--- config.mk ---
export PLATFORM = sky130hd
export DESIGN_NAME = seg7_scan_decoder
export DESIGN_NICKNAME = d
export VERILOG_FILES = /design/src/rtl/seg7_pkg.sv /design/src/rtl/seg7_pattern_to_digit.sv /design/src/rtl/seg7_scan_decoder.sv
export SDC_FILE = /design/constraint.sdc
export NUM_CORES = 1
export LEC_CHECK = 0
export CAP_MARGIN = 30
export CORE_AREA = 2 2 63 77
export CTS_CLUSTER_DIAMETER = 30
export CTS_CLUSTER_SIZE = 40
export DETAILED_ROUTE_END_ITERATION = 7
export DIE_AREA = 0 0 65 79
export DONT_BUFFER_PORTS = 1
export PLACE_DENSITY_LB_ADDON = 0.3
export SLEW_MARGIN = 10
export SYNTH_ARGS = -nofsm -noshare
export SYNTH_HDL_FRONTEND = slang
export SYNTH_SLANG_ARGS = --single-unit
--- constraint.sdc ---
create_clock -name clk -period 2.2 [get_ports clk]
set_clock_uncertainty 0.1 [all_clocks]
set_input_delay 0.66 -clock clk [delete_from_list [all_inputs] [get_ports clk]]
set_output_delay 0.66 -clock clk [all_outputs]
set_load 0.02 [all_outputs]
--- src/rtl/seg7_pkg.sv ---
// Shared 7-segment tables used by both the display encoder and the scan decoder.
package seg7_pkg;

    // Segment patterns, bit 6 = g down to bit 0 = a, active-high.
    localparam logic [6:0] SEG_0     = 7'h3F;
    localparam logic [6:0] SEG_1     = 7'h06;
    localparam logic [6:0] SEG_2     = 7'h5B;
    localparam logic [6:0] SEG_3     = 7'h4F;
    localparam logic [6:0] SEG_4     = 7'h66;
    localparam logic [6:0] SEG_5     = 7'h6D;
    localparam logic [6:0] SEG_6     = 7'h7D;
    localparam logic [6:0] SEG_7     = 7'h07;
    localparam logic [6:0] SEG_8     = 7'h7F;
    localparam logic [6:0] SEG_9     = 7'h6F;
    localparam logic [6:0] SEG_BLANK = 7'h00;

    localparam logic [3:0] CODE_BLANK   = 4'hA;
    localparam logic [3:0] CODE_INVALID = 4'hF;

    typedef enum logic [1:0] {
        SEL_IDLE  = 2'd0,
        SEL_ONE   = 2'd1,
        SEL_MULTI = 2'd2
    } sel_class_e;

endpackage

--- src/rtl/seg7_pattern_to_digit.sv ---
// Combinational 7-segment pattern to BCD/blank/invalid code decoder.
module seg7_pattern_to_digit
    import seg7_pkg::*;
(
    input  logic [6:0] segments,
    output logic [3:0] code,
    output logic       is_invalid
);

    // Table lookup; anything not in the table is reported as invalid.
    always_comb begin
        code = CODE_INVALID;
        case (segments)
            SEG_0:     code = 4'd0;
            SEG_1:     code = 4'd1;
            SEG_2:     code = 4'd2;
            SEG_3:     code = 4'd3;
            SEG_4:     code = 4'd4;
            SEG_5:     code = 4'd5;
            SEG_6:     code = 4'd6;
            SEG_7:     code = 4'd7;
            SEG_8:     code = 4'd8;
            SEG_9:     code = 4'd9;
            SEG_BLANK: code = CODE_BLANK;
            default:   code = CODE_INVALID;
        endcase
        is_invalid = (code == CODE_INVALID);
    end

endmodule

--- src/rtl/seg7_scan_decoder.sv ---
// Monitors a multiplexed 7-segment bus and latches each digit's value once it
// has been stable for STABLE consecutive samples.
module seg7_scan_decoder
    import seg7_pkg::*;
#(
    parameter int NDIG   = 2,
    parameter int STABLE = 4
) (
    input  logic                clk,
    input  logic                rst,
    input  logic [6:0]          segments,
    input  logic [NDIG-1:0]     digit_sel,
    input  logic                clear_err,
    output logic [4*NDIG-1:0]   digits,
    output logic [NDIG-1:0]     valid,
    output logic                update,
    output logic                pat_err,
    output logic                sel_err
);

    localparam logic [3:0] STABLE_C = 4'(STABLE);

    function automatic sel_class_e classify(input logic [NDIG-1:0] sel);
        sel_class_e cls;
        if (sel == {NDIG{1'b0}}) begin
            cls = SEL_IDLE;
        end else if ((sel & (sel - {{(NDIG-1){1'b0}}, 1'b1})) == {NDIG{1'b0}}) begin
            cls = SEL_ONE;
        end else begin
            cls = SEL_MULTI;
        end
        return cls;
    endfunction

    logic [NDIG-1:0]   prev_sel_r;
    logic [6:0]        prev_seg_r;
    logic              hist_vld_r;
    logic [3:0]        cnt_r;
    logic [4*NDIG-1:0] digits_r;
    logic [NDIG-1:0]   valid_r;
    logic              update_r;
    logic              pat_err_r;
    logic              sel_err_r;

    sel_class_e        sel_class_s;
    logic              same_s;
    logic [3:0]        cnt_nxt_s;
    logic              latch_s;
    logic [3:0]        code_s;
    logic              is_invalid_s;
    logic [4*NDIG-1:0] digits_nxt_s;
    logic [NDIG-1:0]   valid_nxt_s;
    logic              pat_err_nxt_s;
    logic              sel_err_nxt_s;

    seg7_pattern_to_digit u_decode (
        .segments   (segments),
        .code       (code_s),
        .is_invalid (is_invalid_s)
    );

    // Stability counter and latch decision; the latch fires only on the
    // STABLE-1 -> STABLE step so a held pattern latches exactly once.
    always_comb begin
        sel_class_s = classify(digit_sel);
        same_s      = hist_vld_r && (digit_sel == prev_sel_r) && (segments == prev_seg_r);
        cnt_nxt_s   = 4'd0;
        case (sel_class_s)
            SEL_ONE: begin
                if (same_s) begin
                    cnt_nxt_s = (cnt_r == STABLE_C) ? STABLE_C : cnt_r + 4'd1;
                end else begin
                    cnt_nxt_s = 4'd1;
                end
            end
            SEL_IDLE:  cnt_nxt_s = 4'd0;
            SEL_MULTI: cnt_nxt_s = 4'd0;
            default:   cnt_nxt_s = 4'd0;
        endcase
        latch_s = (cnt_r == (STABLE_C - 4'd1)) && (cnt_nxt_s == STABLE_C);
    end

    // Per-position latch targets and sticky flags (a new error beats clear_err).
    always_comb begin
        digits_nxt_s = digits_r;
        valid_nxt_s  = valid_r;
        for (int i = 0; i < NDIG; i++) begin
            digits_nxt_s[4*i +: 4] = (latch_s && digit_sel[i]) ? code_s : digits_r[4*i +: 4];
            valid_nxt_s[i]         = (latch_s && digit_sel[i]) ? 1'b1   : valid_r[i];
        end
        pat_err_nxt_s = (latch_s && is_invalid_s)   ? 1'b1 : (clear_err ? 1'b0 : pat_err_r);
        sel_err_nxt_s = (sel_class_s == SEL_MULTI)  ? 1'b1 : (clear_err ? 1'b0 : sel_err_r);
    end

    // State and output registers.
    always_ff @(posedge clk) begin
        if (rst) begin
            prev_sel_r <= {NDIG{1'b0}};
            prev_seg_r <= 7'h00;
            hist_vld_r <= 1'b0;
            cnt_r      <= 4'd0;
            digits_r   <= {(4*NDIG){1'b0}};
            valid_r    <= {NDIG{1'b0}};
            update_r   <= 1'b0;
            pat_err_r  <= 1'b0;
            sel_err_r  <= 1'b0;
        end else begin
            prev_sel_r <= digit_sel;
            prev_seg_r <= segments;
            hist_vld_r <= (sel_class_s == SEL_ONE);
            cnt_r      <= cnt_nxt_s;
            digits_r   <= digits_nxt_s;
            valid_r    <= valid_nxt_s;
            update_r   <= latch_s;
            pat_err_r  <= pat_err_nxt_s;
            sel_err_r  <= sel_err_nxt_s;
        end
    end

    assign digits  = digits_r;
    assign valid   = valid_r;
    assign update  = update_r;
    assign pat_err = pat_err_r;
    assign sel_err = sel_err_r;

endmodule
==> impl_metrics.json, run 1 <==
{
  "cp_data_arrival_time_ps": 2140,
  "synth_edf_count": 0,
  "synthToLayoutAreaGrowth_pct": 9.67,
  "fmax_mhz": 493,
  "r2r-start": "cnt_r[0]",
  "power_frac_seq_pct": 55.2,
  "finalHoldViolations": 0,
  "place.port_buffers": 0,
  "crit_cells": 8,
  "stdcell_count": 220,
  "power_density_nw_per_um2": 567,
  "crit_path_cell_trace": "inv_1 -> ha_4 -> nor4b_4 -> nand4b_4 -> nor4_4 -> buf_4 -> o21ai_1 -> a31oi_1",
  "cp.required_ps": 2310,
  "hold_path_depth": 1,
  "ff_latch_area_um2": 542,
  "ys_ff_latch": 27,
  "start_kind": "register",
  "hp-class": "primary input to register",
  "final_net_count": 178,
  "place_congestion": 0.932,
  "vias": 1182,
  "hold_end": "prev_seg_r[6]",
  "dr.pass1.iters": 4,
  "routed_via_density": 5.37,
  "grt_pass1_vias": 1133,
  "dieArea_um2": 5140,
  "synthesis.area_um2": 1490,
  "cts_tree": "done",
  "diodes": 0,
  "numCtsBuffers": 3,
  "multiInputGateArea_um2": 875,
  "fill_cells": 462,
  "antenna_found_initial": 0,
  "drive_gt1_share_pct": 16.7,
  "pwr-share-comb_pct": 12.9,
  "worst_r2r_path_depth": 8,
  "p_clk_share_pct": 31.8,
  "gr-usage-all-layers_pct": 14.1,
  "fin_area_um2": 1630,
  "dp_hpwl_um": 2620,
  "grt_pass1_wl_um": 5560,
  "yosys_warnings": 0,
  "post_synth.cell_area_avg_um2": 9.30,
  "io_pins": 25,
  "routed_wl_um": 3510,
  "critPathSlowestCell": "nor4b_4",
  "end_kind": "register",
  "clock_latency_ps": 280,
  "min_period_ps": 2030,
  "detailed_place.area_um2": 1520,
  "cts.sinks": 27,
  "crit_family": "simple AND/OR/NAND/NOR gates",
  "grt_max_degree": 17,
  "async_reset_ff_share_pct": 0,
  "rows": 27,
  "cts.htree.levels": 1,
  "p_leak_uw": 0.000626,
  "relSlewSlack_pct": 72.0,
  "switching_power_uw": 237,
  "gr-total-overflow": 0,
  "core_um2": 4430,
  "ys_seq_area_share_pct": 36.3,
  "r2r-end": "digits[0]",
  "die_w_um": 65,
  "r2r_setup_slack_ps": 170,
  "path_buf_inv": 2,
  "min-delay-start": "rst",
  "start_util_pct": 33.6,
  "switching_share_pct": 25.7,
  "drcViolationCount": 0,
  "syn_inst": 160,
  "syn-num-nets": 175,
  "ctsLongestPathBuffers": 2,
  "cts_hold_buf": 0,
  "ys.flop_type": "dfxtp_1",
  "slowest_delay_ps": 380,
  "clk_pin_slew_ps": 100,
  "maxSlewViolCount": 0,
  "min_period_over_period_pct": 92.2,
  "wire_per_inst_um": 15.9,
  "utilization_pct": 36.9,
  "drtIter0Drc": 35,
  "max_cap_violations": 0,
  "critical_path_class": "register to register",
  "finalSetupViolations": 0,
  "die-height_um": 79,
  "dp.cells": 212,
  "worst_pin_slew_ps": 415,
  "ir_worst_vdd_mv": 0.227,
  "whs_ps": 334,
  "worstPathMaxFanout": 6,
  "grt_setup_unrepaired": "false",
  "status": "finished, final reports clean",
  "root_buffer": "clkbuf_8",
  "ant_nets": 0,
  "ys_types": 44,
  "p_int_uw": 687
}
-- cell usage after synthesis, types with 2 or more instances --
master,n,share of area [%]
a21oi_1,3,1.0
a31oi_1,6,2.5
buf_2,4,1.3
buf_6,3,2.3
clkbuf_1,2,0.50
dfxtp_1,27,36
ha_1,3,2.5
inv_1,11,2.8
mux2i_1,3,2.0
nand2_1,12,3.0
nand2b_1,2,0.84
nand3_1,6,2.0
nand4_4,2,2.9
nor2_1,13,3.3
nor2b_1,7,2.9
nor3_1,4,1.3
nor4_1,3,1.3
nor4_2,2,1.7
nor4_4,2,2.9
nor4b_1,2,1.2
o211a_1,2,1.3
o21a_1,3,1.5
o21ai_0,5,1.7
o21ai_1,5,1.7
or2_1,2,0.84
xnor2_1,7,4.1
xnor2_2,2,2.2
-- per-layer routing --
| metal | track usage [%] | share of wire, % | vias to the layer above |
|---|---|---|---|
| met2 | 25.8 | 51 | 47 |
| met1 | 15.5 | 40 | 557 |
| li1 | - | - | 569 |
| met5 | 0 | 0 | - |
| met3 | 2.83 | 6.5 | 9 |
| met4 | 6.17 | 2.4 | 0 |
-- worst max-delay path by stage --
stage / start / endpoint
after detailed placement: segments[1] / digits[2]
after floorplan: segments[4] / digits[2]
after global routing: cnt_r[0] / digits[1]
final: cnt_r[0] / digits[0]
after CTS: cnt_r[1] / digits[6]
after global placement: segments[1] / digits[6]
-- registers in the layout (all words and copies together) (netlist names), 2 cells and up --
signal,count
cnt_r,4
digits,8
prev_seg_r,7
prev_sel_r,2
valid,2
-- power groups by stage --
stage,Clock [µW],Sequential (µW),Combinational (µW)
final,294,511,120
after global routing,322,512,131
after CTS,299,510,115
after detailed placement,0,522,114
after global placement,0,521,111
after floorplan,0,522,113
-- kinds of logic after synthesis --
kind of cell               Yosys count  share of synthesized area (%)
muxes                                3                           2.02
and+or+nand+nor                     64                           28.9
buffers and inverters               20                           6.90
AOI/OAI and AO/OA                   33                           15.1
adders and majority gates            3                           2.52
xor gates and xnor gates            10                           8.16
DFF                                 27                           36.3
-- layout make-up --
cell class,instances,area share (%)
Clock buffer,3,2.53
Sequential cell,27,33.2
Clock inverter,1,0.460
Timing Repair Buffer,7,3.22
Multi-Input combinational cell,113,53.6
Inverter,11,2.53
Tap cell,58,4.45
-- per-stage QoR --
stage	setup TNS [ps]	total power [µW]	worst slack [ps]
2_1_floorplan	0	634	204
3_3_place_gp	0	632	17.4
3_5_place_dp	-42.7	636	-22.2
4_1_cts	0	924	18.3
5_1_grt	0	965	41.6
6_report	0	925	172
-- what timing repair did --
action,CTS,global route
gates resized for setup,0,4
endpoints found under the setup margin,0,7
buffers inserted,0,4
-- cells in the final DEF, fill, tap and decap left out, types with 2 or more instances in the layout --
cell / instances
a21oi_1: 3
a31oi_1: 6
buf_4: 7
clkbuf_8: 3
dfxtp_1: 26
ha_1: 2
inv_1: 11
mux2i_1: 3
nand2_1: 12
nand2b_1: 2
nand3_1: 6
nand4_4: 2
nor2_1: 13
nor2b_1: 7
nor3_1: 4
nor4_1: 3
nor4_2: 2
nor4_4: 2
nor4b_1: 2
o211a_1: 2
o21a_1: 3
o21ai_0: 5
o21ai_1: 5
or2_1: 2
xnor2_1: 7
xnor2_2: 2
Power figures use the tool's default switching activity.
==> run 2, diff against run 1 <==
Settings changed: ABC_AREA set to 1, GPL_TIMING_DRIVEN set to 0, HOLD_SLACK_MARGIN set to 0.02.
==> run 2 against run 1 <==
  * Non-clock buffer count decreased by 5
  * Final cell count increased by 37%
  * Critical path type unchanged
  * Largest power group unchanged
  * Register-to-register slack improved by 230 ps
  * Cell area is 1.5% lower
  * Synthesized area shrank 0.17%
  * Highest routed layer unchanged
==> impl_metrics.json, run 2 <==
{
  "worstPathMaxFanout": 6,
  "syn-num-nets": 255,
  "dp_hpwl_um": 2540,
  "dp.cells": 298,
  "die-height_um": 79,
  "dieArea_um2": 5140,
  "max_cap_violations": 0,
  "end_kind": "register",
  "antenna_found_initial": 0,
  "crit_path_start": "cnt_r[0]",
  "switching_share_pct": 26.4,
  "yosys_warnings": 0,
  "root_buffer": "clkbuf_8",
  "min_period_over_period_pct": 81.8,
  "p_clk_share_pct": 32.6,
  "diodes": 0,
  "p_int_uw": 662,
  "routed_via_density": 4.39,
  "final_cell_mix": "66 x nand2_1, 51 x nor2_1, 43 x inv_1",
  "io_pins": 25,
  "start_util_pct": 33.6,
  "async_reset_ff_share_pct": 0,
  "multiInputGateArea_um2": 768,
  "final_common_cell": "nand2_1",
  "ys_ff_latch": 27,
  "cp.required_ps": 2320,
  "cp_data_arrival_time_ps": 1920,
  "ctsLongestPathBuffers": 2,
  "stdcell_count": 302,
  "yosys.area.top_type_share_pct": 36.4,
  "relSlewSlack_pct": 67.1,
  "routed_wl_um": 3140,
  "grt_pass1_wl_um": 5670,
  "drive_gt1_share_pct": 6.15,
  "finalSetupViolations": 0,
  "power_frac_seq_pct": 56.7,
  "synthToLayoutAreaGrowth_pct": 8.17,
  "r2r-end": "digits[4]",
  "grt_max_degree": 17,
  "synth.largest_area_cell": "dfxtp_1",
  "core_um2": 4430,
  "gr-usage-all-layers_pct": 14.0,
  "worst_pin_slew_ps": 494,
  "fin_setup_tns_ps": 0,
  "start_kind": "register",
  "ir_worst_vdd_mv": 0.249,
  "ys_types": 23,
  "cts_hold_buf": 0,
  "drtIter0Drc": 53,
  "maxSlewViolCount": 0,
  "synth_area_leaders": "dfxtp_1 36%, nand2_1 17%, nor2_1 13%",
  "synth.most_common_cell": "nand2_1",
  "r2r_setup_slack_ps": 400,
  "cts.htree.levels": 1,
  "critical_path_class": "register to register",
  "grt_pass1_vias": 1307,
  "fmax_mhz": 555,
  "ff_latch_area_um2": 541,
  "largest_reg_flops": 8,
  "clk_pin_slew_ps": 100,
  "whs_ps": 403,
  "cts.sinks": 27,
  "ant_nets": 0,
  "synthesis.area_um2": 1490,
  "place_congestion": 0.772,
  "r2r-start": "cnt_r[0]",
  "ys.flop_type": "dfxtp_1",
  "cts_setup_buffers": 0,
  "gr-total-overflow": 0,
  "syn_inst": 240,
  "numCtsBuffers": 3,
  "grt_setup_unrepaired": "false",
  "finalHoldViolations": 0,
  "power_density_nw_per_um2": 560,
  "die_w_um": 65,
  "hp-class": "primary input to register",
  "cts_tree": "done",
  "fill_cells": 506,
  "synth_edf_count": 0,
  "pwr-share-comb_pct": 10.7,
  "switching_power_uw": 237,
  "cts_resized": 0,
  "drcViolationCount": 0,
  "worst_r2r_path_depth": 12,
  "clock_latency_ps": 270,
  "final_net_count": 260,
  "wire_per_inst_um": 10.4,
  "dr.pass1.iters": 4,
  "post_synth.cell_area_avg_um2": 6.19,
  "status": "finished, final reports clean",
  "endpoint": "digits[4]",
  "rows": 27,
  "vias": 1327,
  "synth_common_cells": "66 x nand2_1, 51 x nor2_1, 43 x inv_1, 27 x dfxtp_1, 12 x nand3_1",
  "ys_seq_area_share_pct": 36.4,
  "place.port_buffers": 0,
  "min_period_ps": 1800,
  "p_leak_uw": 0.000777
}
run 2: cells by family after synthesis:
logic type | Yosys count | synth area share (%)
adders and majority gates | 3 | 2.53
AOI/OAI and AO/OA | 7 | 2.61
buffers and inverters | 46 | 11.9
DFF | 27 | 36.4
and+or+nand+nor | 156 | 46.0
xor gates and xnor gates | 1 | 0.590
run 2: how the worst min path moves through the flow:
stage	from	depth (start not counted)	end
floorplan	valid[0]	2	valid[0]
global placement	valid[1]	2	valid[1]
detailed placement	valid[0]	2	valid[0]
CTS	digit_sel[0]	2	prev_sel_r[0]
global route	digit_sel[1]	2	prev_sel_r[1]
finish	digit_sel[1]	2	prev_sel_r[1]
run 2: metrics by stage:
stage,worst slack (ps),util (%),power [µW],instance area (µm²)
final,400,36.3,900,1610
after global routing,139,36.3,950,1610
after CTS,363,36.3,914,1610
after detailed placement,119,35.2,619,1560
after global placement,147,35.2,617,1560
after floorplan,305,-,599,1490
run 2: power by group through the flow:
stage          Sequential, µW  Clock (µW)  Combinational (µW)
2_1_floorplan             519           0                80.3
3_3_place_gp              520           0                96.8
3_5_place_dp              521           0                97.7
4_1_cts                   510         306                97.8
5_1_grt                   511         324                 115
6_report                  510         293                96.7
run 2: metal layers:
layer	vias up	wire length [µm]	share of wire, %	GRT usage [%]
met2	16	1470	47	24.2
li1	735	-	-	-
met1	574	1550	49	18.1
met4	0	17	0.54	3.83
met3	2	111	3.5	1.98
met5	-	0	0	0
run 2: final cells by class:
class,count,share of cell area (%)
Multi-Input combinational cell,167,47.8
Clock buffer,3,2.57
Buffer,2,0.701
Sequential cell,27,33.6
Inverter,44,10.3
Clock inverter,1,0.467
Tap cell,58,4.52
run 2: worst max-delay path, cell delays in order, from the launching register on:
cell	delay, ps
dfxtp_1	340
inv_1	100
ha_1	140
nand2_1	50
nor2_1	120
nor2_1	70
nor2_1	150
nand3_2	120
nor2_4	170
nand3_2	150
nand2_1	90
nand2_1	40
nor2_1	90
==> run 3, diff against run 2 <==
Clock period 2.2 ns to 1.75 ns, I/O delays scaled along.
==> run 3 against run 2 <==
  * Sequential power up 26%
  * Hold slack worse by 140 ps
  * Sequential share of layout area down 2.8 points
  * Total power up 27%
  * First-iteration DRC count up 9.4%
  * Fmax down 0.58%
  * Cell area up 10%
  * The run now ends with negative setup slack left
  * Non-clock buffer count up 7
==> impl_metrics.json, run 3 (synthesized netlist as in run 2, its figures left out) <==
{
  "dr_wl_met3_um": 111,
  "highest_layer": "met3",
  "final_cell_mix": "60 x nand2_1, 47 x nor2_1, 40 x inv_1",
  "r2r-end": "valid[0]",
  "numCtsBuffers": 3,
  "finalSetupViolations": 10,
  "gr-total-overflow": 0,
  "min-delay-start": "digit_sel[0]",
  "finalHoldViolations": 0,
  "drtIter0Drc": 58,
  "fmax_mhz": 552,
  "synthToLayoutAreaGrowth_pct": 19.0,
  "cts.htree.levels": 1,
  "fin_area_um2": 1770,
  "maxSlewViolCount": 0,
  "ctsLongestPathBuffers": 2,
  "grt_max_degree": 16,
  "gr-usage-all-layers_pct": 14.0,
  "largest_reg_flops": 8,
  "min_period_ps": 1810,
  "io_pins": 25,
  "die_w_um": 65,
  "final_common_cell": "nand2_1",
  "dieArea_um2": 5140,
  "fill_cells": 473,
  "grt_pass1_vias": 1291,
  "place_congestion": 0.841,
  "die-height_um": 79,
  "root_buffer": "clkbuf_8",
  "status": "complete, but fails checks",
  "hp-class": "primary input to register",
  "core_um2": 4430,
  "p_leak_uw": 0.000819,
  "antenna_found_initial": 0,
  "hold_path_depth": 2,
  "grt_setup_unrepaired": "true",
  "end_kind": "register",
  "critical_path_class": "register to register",
  "drcViolationCount": 0,
  "ir_worst_vdd_mv": 0.229,
  "start_kind": "register",
  "r2r_setup_slack_ps": -60,
  "min_period_over_period_pct": 103,
  "p_total_uw": 1140,
  "clk_pin_slew_ps": 100,
  "grt_pass1_wl_um": 5650,
  "drive_gt1_share_pct": 17.1,
  "detailed_place.area_um2": 1570,
  "r2r-start": "cnt_r[0]",
  "utilization_pct": 39.9,
  "whs_ps": 265,
  "routed_via_density": 4.41,
  "cp_data_arrival_time_ps": 1930,
  "vias": 1364,
  "ant_nets": 0,
  "dr_wl_met2_um": 1620,
  "rows": 27,
  "relSlewSlack_pct": 66.9,
  "start_util_pct": 33.6,
  "worstPathMaxFanout": 5,
  "routed_wl_um": 3310,
  "dr.pass1.iters": 4,
  "worst_pin_slew_ps": 496,
  "diodes": 0,
  "worst_r2r_path_depth": 11,
  "final_net_count": 267,
  "final.setup.worst_slack_ps": -60.8,
  "cp.required_ps": 1870,
  "wire_per_inst_um": 10.7,
  "clock_latency_ps": 280,
  "cts_hold_buf": 0,
  "cts_tree": "done",
  "failed_checks": "negative setup slack",
  "power_density_nw_per_um2": 647,
  "hold_end": "prev_sel_r[0]",
  "cts.sinks": 27,
  "dp_hpwl_um": 2530,
  "max_cap_violations": 0,
  "wl_met1_um": 1580,
  "place.port_buffers": 0
}
-- run 3: cell types whose count changed in the layout (fill, tap and decap cells not counted), sizes merged --
cell,before,now
clkinv,0,1
clkinvlp,1,0
buf,1,8
-- run 3: through the flow --
| stage | instances | worst slack [ps] | TNS, ps |
|---|---|---|---|
| final | 309 | -60.8 | -226 |
| after global routing | 309 | -164 | -1390 |
| after CTS | 303 | -1.78 | -1.78 |
| after detailed placement | 298 | -175 | -1360 |
| after global placement | 298 | -146 | -1210 |
| after floorplan | 240 | 31.7 | 0 |
-- run 3: cell type report --
type	count	area (µm²)	share of cell area (%)
Buffer	2	11.3	0.637
Timing Repair Buffer	7	56.3	3.18
Clock buffer	3	41.3	2.34
Sequential cell	27	546	30.9
Multi-Input combinational cell	167	868	49.1
Inverter	44	168	9.48
Clock inverter	1	5.00	0.283
Tap cell	58	72.6	4.10
-- run 3: report_power, final --
group          switching [µW]  internal, µW  total, µW  leakage (µW)
combinational            87.5          48.0        136      0.000572
sequential               12.0           630        642      0.000222
clock                     206           160        366     0.0000255
total                     306           838       1140      0.000819
-- run 3: repair_timing --
action / in CTS / in global routing
setup endpoints to repair: 8 / 11
pin swaps: 3 / 10
buffers inserted: 1 / 6
gates resized for setup: 7 / 21
-- run 3: routing by layer --
metal	global-route usage [%]	vias up
met2	24.0	17
met5	0	-
li1	-	754
met4	4.68	0
met1	17.6	593
met3	2.41	0
-- run 3: how the worst max path moves through the flow --
stage	startpoint	endpoint	slack, ps	cells after the start
detailed placement	segments[0]	digits[1]	-170	10
global placement	segments[0]	digits[0]	-150	10
floorplan	segments[0]	digits[0]	30	10
CTS	cnt_r[0]	digits[2]	-2	12
finish	cnt_r[0]	valid[0]	-60	11
global route	cnt_r[0]	digits[1]	-160	12
-- run 3: worst max-delay path: stages, from the launching register on --
cell,delay (ps)
dfxtp_4,380
inv_4,60
ha_4,130
nand2_4,50
nor2_4,120
nor2_2,50
nor2_2,130
nand3_2,110
nor2_4,230
nand3_4,140
buf_4,160
a21oi_2,100
